### src/rtl/mmio_uart_pkg.sv
// mmio_uart_pkg: shared definitions for the memory-mapped UART.
//   Register offsets (addr[3:2]), STATUS bit indices, TX/RX FSM state
//   encodings, the minimum bit-period divider, the decoded bus request
//   struct and the divider clamp helper.
package mmio_uart_pkg;

  localparam logic [1:0] UART_TXDATA  = 2'd0;
  localparam logic [1:0] UART_RXDATA  = 2'd1;
  localparam logic [1:0] UART_STATUS  = 2'd2;
  localparam logic [1:0] UART_BAUDDIV = 2'd3;

  localparam int ST_TX_FULL     = 0;
  localparam int ST_TX_EMPTY    = 1;
  localparam int ST_RX_VALID    = 2;
  localparam int ST_RX_OVERRUN  = 3;
  localparam int ST_TX_BUSY     = 4;
  localparam int ST_FRAME_ERR   = 5;
  localparam int ST_TX_OVERFLOW = 6;

  localparam logic [15:0] UART_DIV_MIN = 16'd4;

  typedef enum logic [1:0] {TX_IDLE, TX_START, TX_DATA, TX_STOP} tx_state_e;
  typedef enum logic [1:0] {RX_IDLE, RX_START, RX_DATA, RX_STOP} rx_state_e;

  // One decoded, edge-qualified bus access.
  typedef struct packed {
    logic        rd;
    logic        wr;
    logic [1:0]  off;
    logic [15:0] wdata;
  } mmio_req_t;

  // Dividers below the minimum would leave no room for a mid-bit sample.
  function automatic logic [15:0] clamp_div(input logic [15:0] d);
    return (d < UART_DIV_MIN) ? UART_DIV_MIN : d;
  endfunction

endpackage

### src/rtl/mmio_uart_tx_fifo.sv
// uart_tx_fifo: synchronous byte FIFO, DEPTH entries (power of 2, >= 2).
//   clk, rst (async, active-high) | push/wdata: enqueue | pop: dequeue
//   rdata: head entry (combinational) | full, empty: occupancy flags
// A push while full is dropped unless a pop happens in the same cycle.
module uart_tx_fifo #(
  parameter int DEPTH = 4
) (
  input  logic       clk,
  input  logic       rst,
  input  logic       push,
  input  logic [7:0] wdata,
  input  logic       pop,
  output logic [7:0] rdata,
  output logic       full,
  output logic       empty
);
  localparam int AW = $clog2(DEPTH);

  logic [DEPTH-1:0][7:0] mem;
  logic [AW:0]           wr_ptr, rd_ptr;
  logic                  do_push, do_pop;

  // Extra pointer MSB distinguishes full from empty when indices match.
  assign empty   = wr_ptr == rd_ptr;
  assign full    = (wr_ptr[AW] != rd_ptr[AW]) && (wr_ptr[AW-1:0] == rd_ptr[AW-1:0]);
  assign do_pop  = pop & ~empty;
  assign do_push = push & (~full | do_pop);
  assign rdata   = mem[rd_ptr[AW-1:0]];

  always_ff @(posedge clk)
    if (do_push) mem[wr_ptr[AW-1:0]] <= wdata;

  always_ff @(posedge clk or posedge rst)
    if (rst) begin
      wr_ptr <= '0;
      rd_ptr <= '0;
    end else begin
      if (do_push) wr_ptr <= wr_ptr + (AW+1)'(1);
      if (do_pop)  rd_ptr <= rd_ptr + (AW+1)'(1);
    end

endmodule

### src/rtl/mmio_uart.sv
// mmio_uart: memory-mapped UART on the CPU data-memory bus.
//   clk, rst (async, active-high)
//   mem_en/mem_we/mem_bs/addr/data_in: CPU access | data_out: registered load data
//   hit: combinational window decode | uart_rx: async serial in | uart_tx: serial out
// Register window (16 bytes at BASE_ADDR): TXDATA, RXDATA, STATUS, BAUDDIV.
// Build option: define MMIO_UART_RX_EN to include the receive path; without it
// RXDATA and the RX status bits read 0 and uart_rx is ignored.
module mmio_uart
  import mmio_uart_pkg::*;
#(
  parameter logic [31:0] BASE_ADDR = 32'h0000_0100,
  parameter logic [15:0] DIV_RESET = 16'd868,
  parameter int          TX_DEPTH  = 4
) (
  input  logic        clk,
  input  logic        rst,
  input  logic        mem_en,
  input  logic        mem_we,
  input  logic [1:0]  mem_bs,
  input  logic [31:0] addr,
  input  logic [31:0] data_in,
  output logic [31:0] data_out,
  output logic        hit,
  input  logic        uart_rx,
  output logic        uart_tx
);

  // ---- bus decode: act once per mem_en high period ----
  logic      acc, acc_q;
  mmio_req_t req;

  assign hit = addr[31:4] == BASE_ADDR[31:4];
  assign acc = mem_en & hit;

  always_ff @(posedge clk or posedge rst)
    if (rst) acc_q <= 1'b0;
    else     acc_q <= acc;

  always_comb begin
    req.rd    = acc & ~acc_q & ~mem_we;
    req.wr    = acc & ~acc_q &  mem_we;
    req.off   = addr[3:2];
    req.wdata = data_in[15:0];
  end

  logic unused_bits;
  assign unused_bits = ^{mem_bs, addr[1:0], data_in[31:16]};

  logic sts_wr;
  assign sts_wr = req.wr && req.off == UART_STATUS;

  // ---- TX FIFO ----
  logic       fifo_push, fifo_pop, fifo_full, fifo_empty;
  logic [7:0] fifo_rdata;

  assign fifo_push = req.wr && req.off == UART_TXDATA;

  uart_tx_fifo #(.DEPTH(TX_DEPTH)) u_fifo (
    .clk   (clk),
    .rst   (rst),
    .push  (fifo_push),
    .wdata (req.wdata[7:0]),
    .pop   (fifo_pop),
    .rdata (fifo_rdata),
    .full  (fifo_full),
    .empty (fifo_empty)
  );

  // ---- control registers ----
  logic [15:0] bauddiv;
  logic        tx_overflow;

  always_ff @(posedge clk or posedge rst)
    if (rst) bauddiv <= DIV_RESET;
    else if (req.wr && req.off == UART_BAUDDIV) bauddiv <= clamp_div(req.wdata);

  always_ff @(posedge clk or posedge rst)
    if (rst)                                      tx_overflow <= 1'b0;
    else if (fifo_push & fifo_full & ~fifo_pop)   tx_overflow <= 1'b1;
    else if (sts_wr & req.wdata[ST_TX_OVERFLOW])  tx_overflow <= 1'b0;

  // ---- TX FSM ----
  tx_state_e   tx_st, tx_nx;
  logic [15:0] tx_div, tx_cnt;
  logic [2:0]  tx_idx;
  logic [7:0]  tx_sh;
  logic        tx_bit_end, tx_line;

  assign tx_bit_end = tx_cnt == tx_div - 16'd1;

  always_ff @(posedge clk or posedge rst)
    if (rst) tx_st <= TX_IDLE;
    else     tx_st <= tx_nx;

  always_comb begin
    tx_nx = tx_st;
    case (tx_st)
      TX_IDLE:  if (!fifo_empty) tx_nx = TX_START;
      TX_START: if (tx_bit_end) tx_nx = TX_DATA;
      TX_DATA:  if (tx_bit_end && tx_idx == 3'd7) tx_nx = TX_STOP;
      TX_STOP:  if (tx_bit_end) tx_nx = fifo_empty ? TX_IDLE : TX_START;
      default:  tx_nx = TX_IDLE;
    endcase
  end

  always_comb begin
    fifo_pop = 1'b0;
    tx_line  = 1'b1;
    case (tx_st)
      TX_IDLE:  fifo_pop = !fifo_empty;
      TX_START: tx_line  = 1'b0;
      TX_DATA:  tx_line  = tx_sh[0];
      TX_STOP:  fifo_pop = tx_bit_end && !fifo_empty;
      default:  ;
    endcase
  end

  // Divider is captured with each byte so BAUDDIV writes never disturb a frame.
  always_ff @(posedge clk or posedge rst)
    if (rst) begin
      tx_div <= DIV_RESET;
      tx_cnt <= '0;
      tx_idx <= '0;
      tx_sh  <= '0;
    end else if (fifo_pop) begin
      tx_div <= bauddiv;
      tx_cnt <= '0;
      tx_idx <= '0;
      tx_sh  <= fifo_rdata;
    end else if (tx_st != TX_IDLE) begin
      if (tx_bit_end) begin
        tx_cnt <= '0;
        if (tx_st == TX_DATA) begin
          tx_sh  <= tx_sh >> 1;
          tx_idx <= tx_idx + 3'd1;
        end
      end else begin
        tx_cnt <= tx_cnt + 16'd1;
      end
    end

  // Registered line output; reset forces idle-high without waiting for a clock.
  always_ff @(posedge clk or posedge rst)
    if (rst) uart_tx <= 1'b1;
    else     uart_tx <= tx_line;

  // ---- RX path ----
  logic       rx_valid, rx_overrun, frame_err;
  logic [7:0] rx_byte;

`ifdef MMIO_UART_RX_EN
  rx_state_e   rx_st, rx_nx;
  logic        rx_s1, rx_s2, rx_d;
  logic [15:0] rx_div, rx_cnt;
  logic [2:0]  rx_idx;
  logic [7:0]  rx_sh;
  logic        rx_half_end, rx_bit_end, rx_done, rx_load, rx_pop;

  assign rx_pop      = req.rd && req.off == UART_RXDATA;
  assign rx_half_end = rx_cnt == (rx_div >> 1) - 16'd1;
  assign rx_bit_end  = rx_cnt == rx_div - 16'd1;

  // rx_d is one more stage so a falling edge is seen as (rx_d & ~rx_s2).
  always_ff @(posedge clk or posedge rst)
    if (rst) {rx_s1, rx_s2, rx_d} <= 3'b111;
    else     {rx_s1, rx_s2, rx_d} <= {uart_rx, rx_s1, rx_s2};

  always_ff @(posedge clk or posedge rst)
    if (rst) rx_st <= RX_IDLE;
    else     rx_st <= rx_nx;

  always_comb begin
    rx_nx = rx_st;
    case (rx_st)
      RX_IDLE:  if (rx_d & ~rx_s2) rx_nx = RX_START;
      RX_START: if (rx_half_end) rx_nx = rx_s2 ? RX_IDLE : RX_DATA;
      RX_DATA:  if (rx_bit_end && rx_idx == 3'd7) rx_nx = RX_STOP;
      RX_STOP:  if (rx_bit_end) rx_nx = RX_IDLE;
      default:  rx_nx = RX_IDLE;
    endcase
  end

  always_comb begin
    rx_done = (rx_st == RX_STOP) && rx_bit_end;
    rx_load = rx_done & rx_s2;
  end

  always_ff @(posedge clk or posedge rst)
    if (rst) begin
      rx_div <= DIV_RESET;
      rx_cnt <= '0;
      rx_idx <= '0;
      rx_sh  <= '0;
    end else begin
      case (rx_st)
        RX_IDLE: begin
          rx_cnt <= '0;
          rx_idx <= '0;
          if (rx_d & ~rx_s2) rx_div <= bauddiv;
        end
        RX_START: rx_cnt <= rx_half_end ? 16'd0 : rx_cnt + 16'd1;
        RX_DATA:
          if (rx_bit_end) begin
            rx_cnt <= '0;
            rx_sh  <= {rx_s2, rx_sh[7:1]};
            rx_idx <= rx_idx + 3'd1;
          end else begin
            rx_cnt <= rx_cnt + 16'd1;
          end
        default: rx_cnt <= rx_bit_end ? 16'd0 : rx_cnt + 16'd1;
      endcase
    end

  // A new byte landing in the same cycle as a pop wins and is not an overrun.
  always_ff @(posedge clk or posedge rst)
    if (rst) begin
      rx_byte    <= '0;
      rx_valid   <= 1'b0;
      rx_overrun <= 1'b0;
      frame_err  <= 1'b0;
    end else begin
      if (rx_load) rx_byte <= rx_sh;

      if (rx_load)     rx_valid <= 1'b1;
      else if (rx_pop) rx_valid <= 1'b0;

      if (rx_load & rx_valid & ~rx_pop)            rx_overrun <= 1'b1;
      else if (sts_wr & req.wdata[ST_RX_OVERRUN])  rx_overrun <= 1'b0;

      if (rx_done & ~rx_s2)                        frame_err <= 1'b1;
      else if (sts_wr & req.wdata[ST_FRAME_ERR])   frame_err <= 1'b0;
    end
`else
  logic unused_rx;
  assign unused_rx  = uart_rx;
  assign rx_valid   = 1'b0;
  assign rx_overrun = 1'b0;
  assign frame_err  = 1'b0;
  assign rx_byte    = '0;
`endif

  // ---- read mux and load data register ----
  logic [6:0]  status;
  logic [31:0] rdata;

  always_comb begin
    status                 = '0;
    status[ST_TX_FULL]     = fifo_full;
    status[ST_TX_EMPTY]    = fifo_empty;
    status[ST_RX_VALID]    = rx_valid;
    status[ST_RX_OVERRUN]  = rx_overrun;
    status[ST_TX_BUSY]     = tx_st != TX_IDLE;
    status[ST_FRAME_ERR]   = frame_err;
    status[ST_TX_OVERFLOW] = tx_overflow;
  end

  always_comb begin
    rdata = '0;
    case (req.off)
      UART_RXDATA:  rdata = {rx_valid, 23'b0, rx_byte};
      UART_STATUS:  rdata = {25'b0, status};
      UART_BAUDDIV: rdata = {16'b0, bauddiv};
      default:      rdata = '0;
    endcase
  end

  always_ff @(posedge clk or posedge rst)
    if (rst)                              data_out <= '0;
    else if (req.rd)                      data_out <= rdata;
    else if (req.wr | (mem_en & ~hit))    data_out <= '0;

endmodule

### config.mk
export PLATFORM = sky130hd
export DESIGN_NAME = mmio_uart
export DESIGN_NICKNAME = d
export VERILOG_FILES = /design/src/rtl/mmio_uart_pkg.sv /design/src/rtl/mmio_uart_tx_fifo.sv /design/src/rtl/mmio_uart.sv
export SDC_FILE = /design/constraint.sdc
export NUM_CORES = 1
export LEC_CHECK = 0
export BUFFER_PORTS_ARGS = -buffer_cell sky130_fd_sc_hd__clkbuf_2
export CAP_MARGIN = 20
export CORE_ASPECT_RATIO = 1.75
export CORE_MARGIN = 2
export CORE_UTILIZATION = 40
export CTS_CLUSTER_SIZE = 28
export DETAILED_ROUTE_END_ITERATION = 8
export GPL_TIMING_DRIVEN = 1
export PLACE_DENSITY = 0.57
export SLEW_MARGIN = 20
export SYNTH_ARGS = -nofsm -noshare
export SYNTH_HDL_FRONTEND = slang
export SYNTH_SLANG_ARGS = --single-unit
### constraint.sdc
create_clock -name clk -period 5 [get_ports clk]
set_input_delay 0.25 -clock clk [delete_from_list [all_inputs] [get_ports clk]]
set_output_delay 0.25 -clock clk [all_outputs]
set_load 0.01 [all_outputs]
==> flow_summary_export.csv <==
group,metric,value,unit
timing,finalSetupTns,0,ns
layout,nets,672,
clock_network,cts_tree,"yes",
setup_path,reg2regPathDepth,7,
setup_path,crit_family,"simple AND/OR/NAND/NOR gates",
clock_network,h-tree-depth,4,
yosys,yosysSeqAreaShare,51.5,%
hold_path,whs_endpoint,"bauddiv[14]$_DFFE_PP0P_",
layout,final_common_cell,"dfrtp_1",
setup_path,rr_endpoint,"u_fifo.mem[22]$_DFFE_PP_",
setup_path,end_kind,"flop",
yosys,async_flop_share,72.9,%
timing,max_freq,284,MHz
setup_path,timing.rr.start,"tx_div[0]$_DFFE_PP0N_",
setup_path,path_buf_inv,0,
setup_path,critPathMaxStageDelay,0.70,ns
routing,routedWlPerCell,18.0,µm
clock_network,cts_buffer_depth,2,
hold_path,min_from,"data_in[14]",
routing,dr.pass1.iters,5,
routing,via_per_inst,5.51,
clock_network,clk_pin_slew_worst_paths,0.06,ns
yosys,synth.top_cell.area_share,30.9,%
routing,wl_met2,7670,µm
layout,area_growth,17.1,%
global_routing,grt_usage,18.4,%
clock_network,clock_sinks,118,
routing,drcViolationCount,0,
setup_path,cp_cell_sequence,"or4_1, or3_1, a211oi_2, o2111a_2, a41o_1, and2_4, o211a_1",
hold_path,min_path_cells,2,
status,status,"complete, no violations",
yosys,synth_cells,516,
yosys,synth_simple_gate_area_share,15.2,%
routing,initialDrtViolationCount,194,
hold_path,hold_class,"input port to flop",
yosys,synth_top_family_by_area,"simple AND/OR/NAND/NOR gates",
power_and_ir_drop,p_per_area,333,nW/µm²
floorplanning,num_rows,59,
clock_network,numCtsBuffers,17,
timing,finalCritPeriodShare,70.5,%
clock_network,clk-insertion-delay-late,0.42,ns
timing,setup_violations,0,
setup_path,critPathSlowestCell,"or4_1",
routing,met3_length,483,µm
job,cap_violations,0,
placement,io_buffers,67,
setup_path,r2r_slack,1.47,ns
clock_network,root_buffer,"clkbuf_16",
timing,relSlewSlack,40.8,%
layout,antennaDiodeCount,0,
setup_path,crit_arrival,3.60,ns
timing,hold_violations,0,
yosys,ys_top_cells_by_area,"dfrtp_1 (31%), edfxtp_1 (16%), dfstp_2 (4.8%)",
timing,drv_slew,0,
yosys,synth_seq_cells,118,
setup_path,critPathKind,"flop to flop",
power_and_ir_drop,vdd_drop_max,0.234,mV
routing,finalWirelength,14100,µm
layout,drive_above_1_share,27.2,%
yosys,synth_xor_area_share,5.48,%
yosys,syn_area_per_cell,11.8,µm²
yosys,synth_cell_type_count,71,
floorplanning,die_height,167,µm
floorplanning,die-area,16200,µm²
power_and_ir_drop,power,2.37,mW
setup_path,critPathMaxFanout,20,
timing,tightest_slew,0.888,ns
global_routing,grt_pass1_wl,23800,µm
setup_path,cp.required,5.07,ns
global_routing,first_global_vias,4498,
routing,vias,4315,
yosys,synth_area_leader_cell,"dfrtp_1",
yosys,ys_warn_count,0,
timing,finalCriticalPeriod,3.53,ns
yosys,synth_edf_count,32,
setup_path,start_kind,"flop",
yosys,netlist_area,6080,µm²
floorplanning,core,14800,µm²
floorplanning,start_util,41.0,%
yosys,synth-main-ff-cell,"dfrtp_1",
yosys,synth_compound_gate_area_share,9.61,%
floorplanning,ios,105,
global_routing,grt_overflow,0,
timing,rsz0062_at_grt,"no",
global_routing,grt_max_degree,58,
routing,wl_met1,5690,µm
placement,hpwl,10200,µm
timing,clock_skew,0.00802,ns
routing,ant_nets,0,
power_and_ir_drop,leakagePower,3.32,nW
yosys,yosys-mux-area-fraction,10.5,%
floorplanning,die_x,97.2,µm
yosys,yosys.area_share.adder,2.88,%
placement,gp_congestion,0.779,
layout,layout_common_cells,"dfrtp_1 (75), clkbuf_2 (67), nor2_1 (41)",
routing,dr.max_layer_used,"met4",
global_routing,grt_antenna_before_repair,0,
## stage by stage
step                hold slack [ns]  std cells  cell area (µm²)  util, %  setup slack [ns]
CTS                          0.0822        783             7110     47.9              1.44
detailed placement            0.296        750             6510     43.9              1.45
global placement              0.289        750             6510     43.9              1.48
global route                 0.0816        783             7120     48.0              1.17
floorplan                     0.349        531             6130        -              1.77
finish                       0.0871        783             7120     48.0              1.47
## power breakdown
part / total [mW] / leakage, nW / switching, mW / internal (mW)
registers: 1.03 / 1.45 / 0.0158 / 1.02
logic: 0.113 / 1.58 / 0.0709 / 0.0421
clock network: 1.23 / 0.289 / 0.497 / 0.730
## flip-flops by register name (all words and copies together), names as in the netlist, 2 cells and up
register / flops
bauddiv: 16
u_fifo.mem: 32
tx_div: 16
tx_cnt: 16
tx_sh: 8
u_fifo.rd_ptr: 3
u_fifo.wr_ptr: 3
tx_idx: 3
data_out: 16
tx_st: 2
## area by class of cell
| class | count | area [µm²] |
|---|---|---|
| Tap cell | 183 | 229 |
| Inverter | 17 | 65.1 |
| Fill cell | 1312 | 7720 |
| Clock inverter | 13 | 135 |
| Sequential cell | 118 | 3130 |
| Clock buffer | 19 | 454 |
| Multi-Input combinational cell | 360 | 2730 |
| Timing Repair Buffer | 73 | 383 |
## layer usage
layer  up-vias  global-route usage (%)
met5         -                       0
met4         0                    6.67
met3        19                    3.40
met2       121                    33.6
met1      2149                    21.4
li1       2026                       -
## Yosys cell counts, drive strengths merged (2+ instances only)
cell / instances
a211oi: 2
xor2: 16
ha: 14
a221o: 4
o2bb2ai: 3
a22o: 13
nor4b: 3
and2: 4
or3b: 2
or4: 3
nand4b: 2
mux2i: 13
nand2b: 2
a21o: 2
nand4: 11
o31ai: 3
a41o: 3
o2111a: 2
o211ai: 4
nand2: 30
mux4: 8
dfrtp: 75
nand3: 20
xnor2: 22
mux2: 27
o21a: 4
and3: 8
o21ai: 18
clkbuf: 10
and4: 2
a21oi: 4
nor3: 10
o2111ai: 2
o211a: 3
or2: 2
edfxtp: 32
nor3b: 5
nor2: 41
or3: 3
dfstp: 11
and4b: 2
buf: 26
nor4: 14
inv: 17
## worst max-delay path by stage
stage,slack [ns],to,cells after the start,start
final,1.47,u_fifo.mem[22]$_DFFE_PP_,7,tx_div[0]$_DFFE_PP0N_
after floorplan,1.77,u_fifo.mem[10]$_DFFE_PP_,11,tx_div[0]$_DFFE_PP0N_
after detailed placement,1.45,u_fifo.mem[17]$_DFFE_PP_,7,tx_div[0]$_DFFE_PP0N_
after global placement,1.48,u_fifo.mem[17]$_DFFE_PP_,7,tx_div[0]$_DFFE_PP0N_
after global routing,1.17,u_fifo.mem[22]$_DFFE_PP_,7,tx_div[4]$_DFFE_PP0N_
after CTS,1.44,u_fifo.mem[22]$_DFFE_PP_,7,tx_div[0]$_DFFE_PP0N_
## repair_timing
action / CTS / global route
hold buffers: 1 / 0
endpoints found under the hold margin: 28 / 0
setup buffers: 0 / 0
resized for setup: 0 / 0
## kinds of logic (layout without fill, tap and decap cells)
logic type,count (synthesis),in the layout
AOI/OAI and AO/OA,76,76
xor gates and xnor gates,38,38
adders and majority gates,14,14
buffers and inverters,53,122
DFF,118,118
muxes,48,48
other,1,16
and+or+nand+nor,168,168
## worst register-to-register path: cells and delay by family (launching register included)
kind / cells / cell delay (ns)
flops: 1 / 0.42
simple gates: 3 / 1.47
compound gates: 4 / 1.29
Power figures use the tool's default switching activity.
